===== config.mk =====
export PLATFORM = sky130hd
export DESIGN_NAME = seg7_scan_driver
export DESIGN_NICKNAME = d
export VERILOG_FILES = /design/src/rtl/seg7_pkg.sv /design/src/rtl/seg7_hex_decode.sv /design/src/rtl/seg7_scan_driver.sv
export SDC_FILE = /design/constraint.sdc
export NUM_CORES = 1
export LEC_CHECK = 0
export CAP_MARGIN = 20
export CORE_AREA = 8 8 88 90
export CTS_BUF_LIST = sky130_fd_sc_hd__clkbuf_4
export DETAILED_ROUTE_END_ITERATION = 6
export DIE_AREA = 0 0 96 98
export PLACE_DENSITY = 0.83
export REMOVE_ABC_BUFFERS = 1
export SETUP_SLACK_MARGIN = 0.4
export SYNTH_ARGS = -nofsm -noshare
export SYNTH_HDL_FRONTEND = slang
export SYNTH_SLANG_ARGS = --single-unit
export TNS_END_PERCENT = 5

===== constraint.sdc =====
create_clock -name clk -period 2.4 [get_ports clk]
set_input_delay 0.48 -clock clk [delete_from_list [all_inputs] [get_ports clk]]
set_output_delay 0.48 -clock clk [all_outputs]
set_load 0.02 [all_outputs]

===== src/rtl/seg7_pkg.sv =====
// seg7_pkg: shared types and constants for the seven-segment scanner.
// Scan state encoding, frame bundle, active-low glyph table, LZB mask.
package seg7_pkg;

  typedef enum logic {
    ST_DRIVE = 1'b0,
    ST_GUARD = 1'b1
  } scan_state_e;

  // One displayable frame: hex value, dp mask, enable mask.
  typedef struct packed {
    logic [15:0] val;
    logic [3:0]  dp;
    logic [3:0]  en;
  } frame_t;

  localparam logic [6:0] SEG_OFF   = 7'h7F;
  localparam logic [3:0] ANODE_OFF = 4'hF;

  // Active-low g..a, entry 15 first; b and d are lowercase.
  localparam logic [15:0][6:0] HEX_SEG = {
    7'h0E, 7'h06, 7'h21, 7'h46,
    7'h03, 7'h08, 7'h10, 7'h00,
    7'h78, 7'h02, 7'h12, 7'h19,
    7'h30, 7'h24, 7'h79, 7'h40
  };

  // Digit n is blanked when it and every higher nibble are zero.
  // Digit 0 is never blanked.
  function automatic logic [3:0] lzb_mask(input logic [15:0] v);
    logic [3:0] m;
    m[3] = (v[15:12] == 4'h0);
    m[2] = m[3] & (v[11:8] == 4'h0);
    m[1] = m[2] & (v[7:4] == 4'h0);
    m[0] = 1'b0;
    return m;
  endfunction

endpackage


===== src/rtl/seg7_hex_decode.sv =====
// seg7_hex_decode: 4-bit nibble to active-low g..a segments (combinational).
// Ports: nibble_i (hex digit), seg_o (segments, 0 = lit).
module seg7_hex_decode
  import seg7_pkg::*;
(
  input  logic [3:0] nibble_i,
  output logic [6:0] seg_o
);

  always_comb begin
    seg_o = HEX_SEG[nibble_i];
  end

endmodule


===== src/rtl/seg7_scan_driver.sv =====
// seg7_scan_driver: 4-digit multiplexed 7-seg scanner, guard gap, tear-free update.
// Ports: clk, reset (sync, low), wr/wdata/dp_in/en_in (frame load),
// digi (anodes|dp|seg, all active-low), pending, frame_tick.
// Optional: define SEG7_LZB_EN for leading-zero blanking.
module seg7_scan_driver
  import seg7_pkg::*;
#(
  parameter int SCAN_DIV = 50000,
  parameter int GUARD    = 16
) (
  input  logic        clk,
  input  logic        reset,
  input  logic        wr,
  input  logic [15:0] wdata,
  input  logic [3:0]  dp_in,
  input  logic [3:0]  en_in,
  output logic [11:0] digi,
  output logic        pending,
  output logic        frame_tick
);

  localparam int CW = $clog2(SCAN_DIV);
  localparam logic [CW-1:0] LAST = CW'(SCAN_DIV - 1);
  localparam logic [CW-1:0] G_START = CW'(SCAN_DIV - GUARD);

  logic [CW-1:0] cnt_q, cnt_d;
  logic [1:0]    idx_q, idx_d;
  scan_state_e   st_q, st_d;
  frame_t        shadow_q, shadow_d;
  frame_t        shown_q, shown_d;
  logic          pend_q, pend_d;
  logic [11:0]   digi_q, digi_d;

  logic          slot_end;
  logic          boundary;
  logic [3:0]    nib;
  logic [6:0]    seg;
  logic [3:0]    blank;

  assign slot_end = (cnt_q == LAST);
  assign boundary = (st_q == ST_GUARD) && (idx_q == 2'd3) && slot_end;
  assign nib      = shown_q.val[{idx_q, 2'b00} +: 4];

  seg7_hex_decode u_dec (
    .nibble_i (nib),
    .seg_o    (seg)
  );

`ifdef SEG7_LZB_EN
  assign blank = lzb_mask(shown_q.val);
`else
  assign blank = 4'b0000;
`endif

  always_comb begin
    cnt_d = slot_end ? '0 : cnt_q + 1'b1;
    idx_d = slot_end ? idx_q + 2'd1 : idx_q;
    // State tracks the counter value it will hold next cycle.
    st_d  = (cnt_d >= G_START) ? ST_GUARD : ST_DRIVE;

    shadow_d = shadow_q;
    if (wr) shadow_d = {wdata, dp_in, en_in};

    pend_d = pend_q;
    if (wr) pend_d = 1'b1;
    if (boundary) pend_d = 1'b0;

    // A write landing on the boundary cycle is committed directly.
    shown_d = shown_q;
    if (boundary && (wr || pend_q)) shown_d = shadow_d;

    digi_d = 12'hFFF;
    if (st_q == ST_DRIVE && shown_q.en[idx_q]) begin
      digi_d[11:8] = ANODE_OFF & ~(4'b0001 << idx_q);
      digi_d[7]    = ~shown_q.dp[idx_q];
      digi_d[6:0]  = blank[idx_q] ? SEG_OFF : seg;
    end
  end

  always_ff @(posedge clk) begin
    if (!reset) begin
      cnt_q    <= '0;
      idx_q    <= 2'd0;
      st_q     <= ST_GUARD;
      shadow_q <= '0;
      shown_q  <= '0;
      pend_q   <= 1'b0;
      digi_q   <= 12'hFFF;
    end else begin
      cnt_q    <= cnt_d;
      idx_q    <= idx_d;
      st_q     <= st_d;
      shadow_q <= shadow_d;
      shown_q  <= shown_d;
      pend_q   <= pend_d;
      digi_q   <= digi_d;
    end
  end

  assign digi       = digi_q;
  assign pending    = pend_q;
  assign frame_tick = boundary;

endmodule


==> reports/metrics.csv <==
metric,value,unit
outcome,completed,
antenna-violating nets left,0,
CTS tree,done,
slew margin rel.,69.8,%
1st-iter DRT viols,169,
IO buf count,40,
Detailed Routing Iterations Pass 1,4,
reg2reg start,idx_q[0],
Inserted Clock Buffers,9,
die area,9410,sq um
"FFs w/ async S/R, synth",0,%
Worst Reg-to-Reg Cells,6,
clk slew on worst S/H paths,110,ps
Post-route DRC,0,
cell with the most instances after synthesis,dfxtp_1,
overall global routing resource usage,16.3,%
grt ovf,0,
cell count after synthesis,358,
Hold Crit Depth,1,
Layout Cells excl Fill,489,
number of global-route vias before repair,2617,
Post-Synth Simple-Gate Area,17.5,%
compound-gate portion of the synthesized area,13.8,%
final worst path period share,84.9,%
"top cells by count, synth","80 x dfxtp_1, 72 x nor2_1, 27 x mux2i_1",
Cell variety after synth,46,
Hold Path End,cnt_q[0],
"Hold Violations, Final",0,
worst slew pin tran,452,ps
"Clk Latency, worst-skew pair",420,ps
Starting Density,55.2,%
Yosys top cell area share,44.7,%
clock tree buffer depth,2,
first-pass GRT wire length,12.2,mm
CP Launch Type,flop,
Synth Area in Adders,3.84,%
height of the die,98,microns
required time worst endpoint,1920,ps
Final min period,2040,ps
GP Congestion,0.883,
xor/xnor share of the synthesized area,4.15,%
Synth area leader,dfxtp_1,
Inserted Diodes,0,
Root Driver,clkbuf_4,
Top Ports,41,
worst min path class,flop to flop,
Worst Path Max Fanout,2,
"Top FF cell, synth",dfxtp_1,
routed wire length,7.30,mm
Site Rows,30,
Yosys Warn Count,0,
WL per Instance,14.9,microns
initial antenna violation count,0,
"EDFF count, synth",0,
Max Cap Viol,0,
clock sinks,80,
VDD IR-drop max,0.000269,V
largest cells by area after synthesis,"dfxtp_1 45%, a211oi_2 8.4%, mux2i_1 7.5%, nor2_1 7.5%, ha_1 3.8%",
Max Freq,491,MHz
Via-to-Cell Ratio,5.45,
HPWL Detailed,5.04,mm
final worst setup slack,363,ps
crit end category,output port,
reg-to-reg endpoint,digi[1],
syn avg cell area,10.0,sq um
worst path arrival time,1560,ps
register bit total from synthesis,80,
synthesis-to-layout area growth,20.0,%
power per cell area,510,nW/um^2
synthesized cell area,3590,sq um
R2R Setup Slk,370,ps
"Net count, final",442,
vias,2663,
pre-CTS WS,169,ps
final setup fails,0,
Cells after DPL,466,
Setup CP Type,flop to output port,
post-synthesis mux area share,10.7,%
Die X,96,microns
static leakage,1.59,nW
Core ar.,6490,sq um
min-delay src,cnt_q[0],
fin. max-slew vios,0,
Clock Skew,9.85,ps
largest family of logic cells by synthesized area,simple AND/OR/NAND/NOR gates,
Max H-tree Level,3,
share of cells above drive strength 1,20.8,%
Setup TNS,0,ps
sequential-to-total area share from yosys stat,44.7,%
RSZ-0062 raised after global routing,true,
largest net degree at the start of global routing,57,
## how the worst max path moves through the flow
stage                         start         end  slack [ps]  cells past startpoint
after floorplan            cnt_q[0]  shown_q[0]        -720                      6
after global placement    cnt_q[10]  frame_tick         190                      5
after detailed placement  cnt_q[10]  frame_tick         170                      5
after CTS                 cnt_q[13]  frame_tick         300                      5
after global routing      cnt_q[10]  frame_tick         290                      5
final                     cnt_q[10]  frame_tick         360                      5
## per-stage QoR
stage / utilization (%) / area [sq um] / hold slack (ps) / total power [W]
floorplan: - / 3420 / 425 / 0.00147
global placement: 62.6 / 4060 / 439 / 0.00155
detailed placement: 62.6 / 4060 / 457 / 0.00156
CTS: 65.3 / 4240 / 437 / 0.00221
global route: 66.2 / 4300 / 452 / 0.00228
finish: 66.2 / 4300 / 429 / 0.00219
## cell usage in the layout (no fill, tap or decap), types with 2 or more instances in the layout
| cell type | instances |
|---|---|
| buf_12 | 2 |
| mux4_2 | 5 |
| a21oi_1 | 5 |
| nand2_1 | 16 |
| mux2i_1 | 27 |
| nand3_1 | 7 |
| o21ai_0 | 5 |
| clkdlybuf4s50_1 | 39 |
| nand3_2 | 3 |
| nor4_4 | 2 |
| nor2_4 | 2 |
| clkinv_1 | 3 |
| xnor2_1 | 7 |
| ha_1 | 10 |
| buf_4 | 18 |
| nor2_1 | 70 |
| xor2_1 | 10 |
| dfxtp_1 | 74 |
| nand4_1 | 9 |
| and2_1 | 4 |
| inv_1 | 7 |
| o221ai_1 | 5 |
| and3_1 | 5 |
| nor2b_1 | 3 |
| clkbuf_4 | 11 |
| dfxtp_2 | 5 |
| a211oi_2 | 24 |
| buf_6 | 2 |
## registers in the layout, indices dropped and copies added (netlist names)
register	count
shadow_q	24
shown_q	24
cnt_q	16
digi	12
idx_q	2
pending	1
st_q	1
## power by group
group	switching [W]	internal, W
registers	0.0000113	0.00136
logic	0.0000804	0.0000794
clock network	0.000440	0.000225
## routing by layer
metal | vias up | share of wire (%) | global-route usage, %
met5 | - | 0 | 0
met4 | 0 | 2.9 | 9.82
met3 | 13 | 5.5 | 3.53
met2 | 62 | 48 | 24.9
met1 | 1248 | 44 | 20.1
li1 | 1340 | - | -
## kinds of logic after synthesis
kind of cell / Yosys count
AOI/OAI and AO/OA: 51
xor gates and xnor gates: 17
adders and majority gates: 11
buffers and inverters: 35
DFF: 80
muxes: 32
and+or+nand+nor: 132
## worst max-delay path, cell delays in order, from the launching register on
cell	delay, ps
dfxtp_2	350
nor4_4	280
and2_4	200
nand3_4	80
nor2_4	100
buf_6	120
## what timing repair did
item / 4_1_cts / 5_1_grt
setup endpoints to repair: 4 / 41
gates cloned: 0 / 0
setup buffers: 4 / 3
hold buffers: 0 / 0
gates resized for setup: 17 / 11
pin swaps: 4 / 4
endpoints found under the hold margin: 0 / 0
## area by class of cell
type                    instances  area [sq um]
well taps                      80           100
clock buffers                  11          82.6
multi-input cells             243          1850
inverters                       8          30.0
repair buffers                 62           603
flip-flops and latches         80          1610
fillers                       489          2190
clock inverters                 5          23.8
Note: power is estimated with default switching activity, not from simulation.
